<file path="src/rtl/current_averager.sv">
// ---------------------------------------------------------------------------
// current_averager
//   Moving average of unsigned motor-current ADC samples over a window of
//   2^LOG2_WINDOW samples. A running sum is kept next to a circular sample
//   buffer: each accepted sample adds itself and subtracts the entry it
//   overwrites. The mean is the sum shifted right by LOG2_WINDOW, so entries
//   not yet written count as zero.
//
//   After reset, and after every clear, the block spends 2^LOG2_WINDOW cycles
//   in FLUSH zeroing one buffer entry per cycle. busy is high during that
//   time, and incoming samples are dropped.
//
// Parameters
//   SAMPLE_WIDTH : ADC sample width (8..16)
//   LOG2_WINDOW  : log2 of the window depth (1..8)
//
// Ports
//   clock           : rising-edge clock
//   reset           : synchronous, active-high reset
//   sample_valid    : one-cycle strobe qualifying sample_data
//   sample_data     : unsigned raw sample
//   clear           : one-cycle flush request (takes priority over a sample)
//   current_average : windowed mean, zero-extended to 32 bits
//   average_valid   : the window holds 2^LOG2_WINDOW real samples
//   busy            : flushing, samples dropped
//
// Optional feature (macro CURRENT_AVERAGER_OVERCURRENT_EN)
//   overcurrent_threshold : input, 32-bit limit
//   overcurrent           : output, sticky flag. It is set one cycle after a
//                           valid average exceeds the limit, and it is
//                           cleared only by clear or reset.
// ---------------------------------------------------------------------------
module current_averager #(
    parameter int SAMPLE_WIDTH = 12,
    parameter int LOG2_WINDOW  = 4
) (
    input  logic                    clock,
    input  logic                    reset,
    input  logic                    sample_valid,
    input  logic [SAMPLE_WIDTH-1:0] sample_data,
    input  logic                    clear,
`ifdef CURRENT_AVERAGER_OVERCURRENT_EN
    input  logic [31:0]             overcurrent_threshold,
    output logic                    overcurrent,
`endif
    output logic [31:0]             current_average,
    output logic                    average_valid,
    output logic                    busy
);

    localparam int DEPTH = 1 << LOG2_WINDOW;
    localparam int SUM_W = SAMPLE_WIDTH + LOG2_WINDOW;
    localparam logic [LOG2_WINDOW:0] FILL_MAX = (LOG2_WINDOW + 1)'(DEPTH);

    typedef enum logic {FLUSH, RUN} state_t;

    state_t                  state, state_next;
    logic [LOG2_WINDOW-1:0]  flush_idx;
    logic [LOG2_WINDOW-1:0]  wr_ptr;
    logic [LOG2_WINDOW:0]    fill;
    logic [SUM_W-1:0]        sum;
    logic [SAMPLE_WIDTH-1:0] sample_buf [DEPTH];
    logic                    accept;
    logic                    sum_updated;   // sum changed last edge; publish it now

    // clear wins over a coincident sample
    assign accept = (state == RUN) && sample_valid && !clear;
    assign busy   = (state == FLUSH);

    // ---------------- FSM ----------------
    always_ff @(posedge clock) begin
        if (reset) state <= FLUSH;
        else       state <= state_next;
    end

    always_comb begin
        state_next = state;
        if (clear) begin
            state_next = FLUSH;
        end else begin
            case (state)
                FLUSH:   if (&flush_idx) state_next = RUN;
                RUN:     state_next = RUN;
                default: state_next = FLUSH;
            endcase
        end
    end

    // ---------------- datapath ----------------
    always_ff @(posedge clock) begin
        if (reset || clear) begin
            flush_idx   <= '0;
            wr_ptr      <= '0;
            fill        <= '0;
            sum         <= '0;
            sum_updated <= 1'b0;
        end else if (state == FLUSH) begin
            flush_idx   <= flush_idx + 1'b1;
            wr_ptr      <= '0;
            fill        <= '0;
            sum         <= '0;
            sum_updated <= 1'b0;
        end else begin
            sum_updated <= accept;
            if (accept) begin
                // The oldest entry is already part of sum, so the result stays
                // within SUM_W bits.
                sum    <= sum + SUM_W'(sample_data) - SUM_W'(sample_buf[wr_ptr]);
                wr_ptr <= wr_ptr + 1'b1;   // natural wrap at DEPTH
                if (fill != FILL_MAX) fill <= fill + 1'b1;
            end
        end
    end

    // The buffer has no reset. The flush zeroes every entry before RUN can
    // read one, so contents from before a reset are never used.
    always_ff @(posedge clock) begin
        if (!reset && !clear) begin
            if (state == FLUSH)  sample_buf[flush_idx] <= '0;
            else if (accept)     sample_buf[wr_ptr]    <= sample_data;
        end
    end

    // Outputs move only one cycle after an accepted sample, and hold otherwise.
    always_ff @(posedge clock) begin
        if (reset || clear || state == FLUSH) begin
            current_average <= '0;
            average_valid   <= 1'b0;
        end else if (sum_updated) begin
            current_average <= 32'(sum >> LOG2_WINDOW);
            average_valid   <= (fill == FILL_MAX);
        end
    end

`ifdef CURRENT_AVERAGER_OVERCURRENT_EN
    always_ff @(posedge clock) begin
        if (reset || clear)
            overcurrent <= 1'b0;
        else if (average_valid && (current_average > overcurrent_threshold))
            overcurrent <= 1'b1;
    end
`endif

endmodule

</file>
<file path="config.mk">
export PLATFORM = sky130hd
export DESIGN_NAME = current_averager
export DESIGN_NICKNAME = d
export VERILOG_FILES = /design/src/rtl/current_averager.sv
export SDC_FILE = /design/constraint.sdc
export NUM_CORES = 1
export LEC_CHECK = 0
export CAP_MARGIN = 20
export CORE_MARGIN = 2
export CORE_UTILIZATION = 60
export DETAILED_ROUTE_END_ITERATION = 10
export MAX_ROUTING_LAYER = met4
export PLACE_DENSITY = 0.79
export SYNTH_ARGS = -nofsm -noshare
export SYNTH_HDL_FRONTEND = slang
export SYNTH_SLANG_ARGS = --single-unit
</file>
<file path="constraint.sdc">
create_clock -name clock -period 9.11 [get_ports clock]
set_input_delay 1.3665 -clock clock [delete_from_list [all_inputs] [get_ports clock]]
set_output_delay 1.3665 -clock clock [all_outputs]
set_load 0.05 [all_outputs]
</file>
==> metrics, run 1 <==
class of the worst hold path=reg2reg; CTS Root Cell=clkbuf_16; antenna-violating nets left=0; Max Slew Vio Count=0; sw frac=approximately a fifth; setup TNS=0 ns; Initial DRC Count=roughly 740; Final Hold Viols=0; DRC Markers=0; synth warn=0; core area=~17,000 µm²; hold_buf cts=0; Int Power=approximately 0.0017 W; peak supply drop=0.152 mV; Worst Path Max Fanout=48; FF-to-FF setup slack=approximately 4.6 ns; Syn Inst Count=between 600 and 700; final std cells w/o fill=around 1,000; GP Congestion=around 0.96; MaxCap Viol Count=0; EDFF count, synth=192; final wirelength=23.5 mm; top post-synthesis cells by area=edfxtp_1 (55%), mux4_2 (13%), dfxtp_1 (9.1%); Final HPWL DP=about 16 mm; crit path DAT=roughly 5.0 ns; H-tree depth=1; CTS tree=done; R2R cell count=13; Initial Util=61.2%; ys async rst share=0%; Clock transition at path regs=roughly 0.060 ns; vias in the first global route=6,161; Critical Path, Cell by Cell=mux4_2 -> mux4_2 -> ha_1 -> inv_1 -> ha_1 -> inv_1 -> fa_1 -> nand2b_1 -> a21oi_1 -> nor3_1 -> or3_1 -> a211o_1 -> nand3_1; Die W=about 140 µm; global-route wire length before repair=between 30 and 40 mm; initial antenna violation count=2; post-CTS setup buffer count=0; NetSw=0.000468 W; Fillers=~1,100; io pins=50; cell taking the most area after synthesis=edfxtp_1; Worst-Margin Slew=1.01 ns; Fmax=221 MHz; Vias=between 6,000 and 7,000; Worst-Skew Late Latency=0.52 ns; Initial DRT Pass Iterations=5; status=completed; post-cts gate resize count=0; Setup Skew=0.0176 ns; sequential power share=53.0%; RSZ-0062 raised after global routing=no; layout cell share with drive strength beyond 1=between 10% and 20%; Yosys cell types=54; clock period minus worst slack=about 4.5 ns; total area of sequential cells=6730 µm²; list of most frequent post-synthesis cells=edfxtp_1 (192), nor2_1 (69), inv_1 (60); DR WL/cell=roughly 24 µm; Comb pwr share=under 10%; worst path required time=about 9.6 ns; predominant post-synthesis flop cell=edfxtp_1; nets=798; area of the mapped netlist=10,600 µm²; Syn Area/Cell=approximately 15 µm²; Yosys reg bits=240; Slew HR=roughly 32%; final setup vio count=0; area of the multi-input gates=3370 µm²; leakage=between 4 and 5 nW; Clk pwr share=~43%; total gr overflow=0; hold_sp=sum[2]$_SDFFE_PP0P_; Yosys top cell area share=a little over half; Die H=~140 µm; Min Hold Slack=0.470 ns; Synth-to-Final Area Change=13.2%; GRT Overall Usage=a little over a quarter; clk buf depth=3; vias per std cell=about 6.3; post-synthesis sequential area ratio=63.7%; CP startpoint kind=register; largest stage delay on the critical path=between 0.9 and 1 ns; cell with the most instances after synthesis=edfxtp_1; FF-to-FF End=sum[14]$_SDFFE_PP0P_; P per Cell Area=approximately 190 nW/µm²; Cells after DPL=944; CTS Sinks=240; largest net degree at the start of global routing=between 40 and 50; Worst Setup Path Type=reg2reg; crit path to=sum[14]$_SDFFE_PP0P_; CTS buffer count=25; CP Capture Type=register; Die ar.=roughly 19,000 µm²; port buffer count=29; Critical-path top delay cell=dfxtp_4; num rows=48; final period utilization=49.6%
[sequential cells by signal (all words and copies together), names as in the netlist, named ones only]
register / cells
current_average: 12
wr_ptr: 4
sum: 16
sum_updated: 1
flush_idx: 4
sample_buf: 192
average_valid: 1
fill: 5
state: 1
[how the worst min path moves through the flow]
stage,to,slack (ns),cells after the start
final,sum[2]$_SDFFE_PP0P_,0.47,2
after global routing,sum[2]$_SDFFE_PP0P_,0.50,2
after CTS,sum[2]$_SDFFE_PP0P_,0.46,2
after detailed placement,sum[2]$_SDFFE_PP0P_,0.46,2
after global placement,sum[3]$_SDFFE_PP0P_,0.45,2
after floorplan,sum[3]$_SDFFE_PP0P_,0.43,2
[power by group through the flow]
| stage | combinational, W | sequential, W | clock (W) |
|---|---|---|---|
| after global placement | 0.0000948 | 0.00119 | 0 |
| after CTS | 0.0000982 | 0.00117 | 0.000949 |
| final | 0.000100 | 0.00117 | 0.000939 |
| after global routing | 0.000109 | 0.00117 | 0.000993 |
| after floorplan | 0.0000801 | 0.00119 | 0 |
| after detailed placement | 0.0000970 | 0.00120 | 0 |
[stage by stage]
stage          setup WS (ns)  total power [W]  area (µm²)  utilization, %
6_report                4.59          0.00221       11900            69.3
2_1_floorplan           5.27          0.00128       10600               -
3_5_place_dp            4.56          0.00129       11100            64.7
4_1_cts                 4.56          0.00222       11900            69.0
5_1_grt                 4.26          0.00227       11900            69.3
3_3_place_gp            4.65          0.00129       11000            63.8
[per-layer routing]
metal  GRT usage (%)  part of all wire (%)  vias up
li1                -                     -     2659
met5               -                     0        -
met3            4.19                   7.4       64
met1            34.7                    38     3167
met2            45.2                    51      358
met4            9.90                   3.8        0
[placed cells by master (no fill, tap or decap), types with 7 or more instances in the layout]
master / Yosys / final
fa_1: 12 / 12
edfxtp_1: 192 / 192
buf_4: 20 / 19
clkdlybuf4s50_1: 0 / 29
mux4_2: 59 / 59
conb_1: 1 / 20
o21ai_0: 11 / 11
nand2_1: 30 / 30
dfxtp_1: 48 / 46
mux2i_1: 18 / 18
nand4_1: 7 / 7
nand2b_1: 8 / 8
ha_1: 20 / 20
a21oi_1: 21 / 21
xnor2_1: 9 / 9
inv_1: 60 / 60
clkbuf_16: 0 / 25
nor2_1: 69 / 69
nand3_1: 9 / 9
buf_6: 2 / 11
[area by class of cell]
| type | count | area share (%) |
|---|---|---|
| antenna | 2 | 0.0419 |
| clock buffer | 35 | 5.90 |
| clock inverter | 9 | 0.409 |
| inverter | 60 | 1.89 |
| multi-input combinational | 363 | 28.2 |
| sequential | 240 | 56.4 |
| tap | 225 | 2.36 |
| timing repair buffer | 60 | 4.83 |
[cell families after synthesis]
logic type	Yosys count	synth area share, %
flip-flops	240	63.7
AND/OR/NAND/NOR	154	6.78
buffers and inverters	108	5.01
multiplexers	79	14.7
AO/OA/AOI/OAI	63	3.89
adder cells (fa/ha/maj)	32	4.65
XOR/XNOR	15	1.24
other	1	0.0355
[worst max-delay path, delay by kind of cell (launching register included)]
kind | cells | cell delay, ns
fa+ha+maj | 3 | 0.85
buf+inv | 2 | 0.15
flops | 1 | 0.98
mux | 2 | 1.13
compound gates | 2 | 0.56
simple gates | 4 | 0.75
(Power assumes the default switching activity.)
==> run 2: changes to the inputs <==
- CORE_UTILIZATION: 60 -> 54
- PLACE_DENSITY: 0.79 -> 0.75
- clock period: 9.11 -> 3.6 ns (I/O delays scaled with it)
==> run 2 against run 1 <==
  * The run now ends with negative setup slack left
  * Sequential share of layout area is 3.4 points lower
  * Sequential power grew to 2.5 times the previous value
  * Clock skew is 0.0061 ns higher
  * Non-clock buffer count is 57 higher
  * Final area is 6.4% higher
  * Clock power grew to 2.7 times the previous value
  * Total power grew to 2.7 times the previous value
  * Highest routed layer unchanged
==> metrics, run 2 (synthesized netlist as in run 1, its figures left out) <==
R2R cell count=12; Die H=between 100 and 150 µm; leakage=about 4.8 nW; Comb pwr share=about 6%; Slew HR=between 30% and 40%; Die W=approximately 140 µm; crit path DAT=~4.2 ns; CTS buffer count=24; sw frac=between 20% and 30%; Fmax=264 MHz; Final Hold Viols=0; Worst Setup Path Type=reg2reg; Largest regs=sample_buf (192), sum (16), current_average (12); Worst-Skew Late Latency=between 0.5 and 0.6 ns; max reg flops=roughly 190; Clock transition at path regs=approximately 0.070 ns; worst path required time=~4 ns; hold_sp=sum[3]$_SDFFE_PP0P_; CTS tree=done; Worst Path Max Fanout=17; Setup Skew=about 0.024 ns; Min Hold Slack=between 0.4 and 0.5 ns; Int Power=roughly 0.0046 W; Initial Util=54.6%; RSZ-0062 raised after global routing=yes; final std cells w/o fill=1,089; Cells after DPL=roughly 1,000; failing checks=negative setup slack; num rows=roughly 50; sequential power share=between 50 and 60%; Final HPWL DP=15.9 mm; Worst-Margin Slew=slightly below 1 ns; final setup vio count=9; MaxCap Viol Count=0; CTS Root Cell=clkbuf_16; Synth-to-Final Area Change=20.4%; P per Cell Area=~460 nW/µm²; io pins=50; commonest non-fill, non-tap cell in the layout=edfxtp_1; vias in the first global route=6,241; Worst Hold Endpoint=sum[3]$_SDFFE_PP0P_; final worst slack=-0.185 ns; NetSw=around 0.0012 W; CP startpoint kind=register; global-route wire length before repair=between 30 and 40 mm; Finished Core Util=between 60% and 70%; most flop-heavy register=sample_buf; Min-Delay Path Depth=2; Vias=~6,300; FF-to-FF End=sum[15]$_SDFFE_PP0P_; status=complete, but fails checks; initial antenna violation count=0; Post-Place Worst Slack=-0.195 ns; DRC Markers=0; hold_buf cts=0; Max Slew Vio Count=0; H-tree depth=1; clock period minus worst slack=3.79 ns; Ant. Diodes=0; Fillers=about 1,300; GRT Overall Usage=about 24%; vias per std cell=5.74; port buffer count=29; Clk pwr share=between 40% and 50%; CTS Sinks=240; clk buf depth=3; GP Congestion=~1; class of the worst hold path=reg2reg; DR WL/cell=approximately 22 µm; Initial DRC Count=approximately 590; layout cell share with drive strength beyond 1=around a quarter; antenna-violating nets left=0; CP Capture Type=register; final wirelength=roughly 24 mm; core area=around 19,000 µm²; Die ar.=roughly 21,000 µm²; FF-to-FF setup slack=-0.19 ns; total gr overflow=0; peak supply drop=~0.32 mV; largest net degree at the start of global routing=35; final period utilization=105%; Initial DRT Pass Iterations=5; commonest non-fill, non-tap cells in the layout=edfxtp_1 (192), buf_4 (79), nor2_1 (68); nets=around 850
-- run 2: cell count changes in the layout (fill, tap and decap cells not counted), moves of 4 or more --
cell	delta
buf_4	+60
buf_6	-9
ha_1	-6
ha_4	+6
buf_12	+5
bufinv_16	+4
clkbuf_8	-4
clkinv_2	-4
-- run 2: layout make-up --
cell class / instances / area, µm² / share of cell area [%]
clock buffer: 30 / 623 / 4.90
clock inverter: 14 / 188 / 1.48
inverter: 60 / 225 / 1.77
multi-input combinational: 363 / 3560 / 28.0
sequential: 240 / 6730 / 53.0
tap: 265 / 332 / 2.61
timing repair buffer: 117 / 1050 / 8.27
-- run 2: metal layers --
metal,vias to the layer above,GRT usage [%],routed length [µm]
li1,2772,-,-
met5,-,-,0
met3,50,3.23,1520
met2,289,40.7,12200
met4,0,7.02,615
met1,3140,30.9,9440
-- run 2: stage by stage --
stage          total power (W)  TNS [ns]  instance area [µm²]
6_report               0.00588     -1.22                12700
5_1_grt                0.00602     -2.52                12700
4_1_cts                0.00589    -0.749                12600
3_5_place_dp           0.00333     -1.17                11600
3_3_place_gp           0.00333    -0.464                11600
2_1_floorplan          0.00324         0                10700
-- run 2: worst max-delay path: stages, from the launching register on --
cell and delay [ns]:
dfxtp_4 0.42, buf_12 0.19, mux4_2 0.52, mux4_2 0.52, fa_1 0.51, inv_2 0.05
ha_4 0.25, and2_4 0.15, a221oi_4 0.30, a211oi_4 0.12, or3_1 0.37, o211ai_1 0.17
o2bb2ai_1 0.09
-- run 2: worst max path at each step --
stage                        start  slack [ns]  cells after the start                    to
after floorplan           register        0.02                     13  sum[13]$_SDFFE_PP0P_
after global placement    register       -0.11                     12   sum[9]$_SDFFE_PP0P_
after detailed placement  register       -0.20                     15  sum[10]$_SDFFE_PP0P_
after CTS                 register       -0.17                     12  sum[15]$_SDFFE_PP0P_
after global routing      register       -0.33                     11  sum[13]$_SDFFE_PP0P_
final                     register       -0.19                     12  sum[15]$_SDFFE_PP0P_
-- run 2: power groups by stage --
stage / Combinational, W / Clock (W) / Sequential, W
final: 0.000351 / 0.00257 / 0.00296
after global routing: 0.000376 / 0.00268 / 0.00296
after CTS: 0.000331 / 0.00259 / 0.00296
after detailed placement: 0.000310 / 0 / 0.00302
after global placement: 0.000304 / 0 / 0.00302
after floorplan: 0.000217 / 0 / 0.00302
-- run 2: what timing repair did --
action / 4_1_cts / 5_1_grt
hold endpoints to repair: 0 / 0
setup endpoints to repair: 9 / 11
pin swaps: 2 / 4
buffers inserted: 4 / 10
cloned: 0 / 1
gates resized for setup: 15 / 8
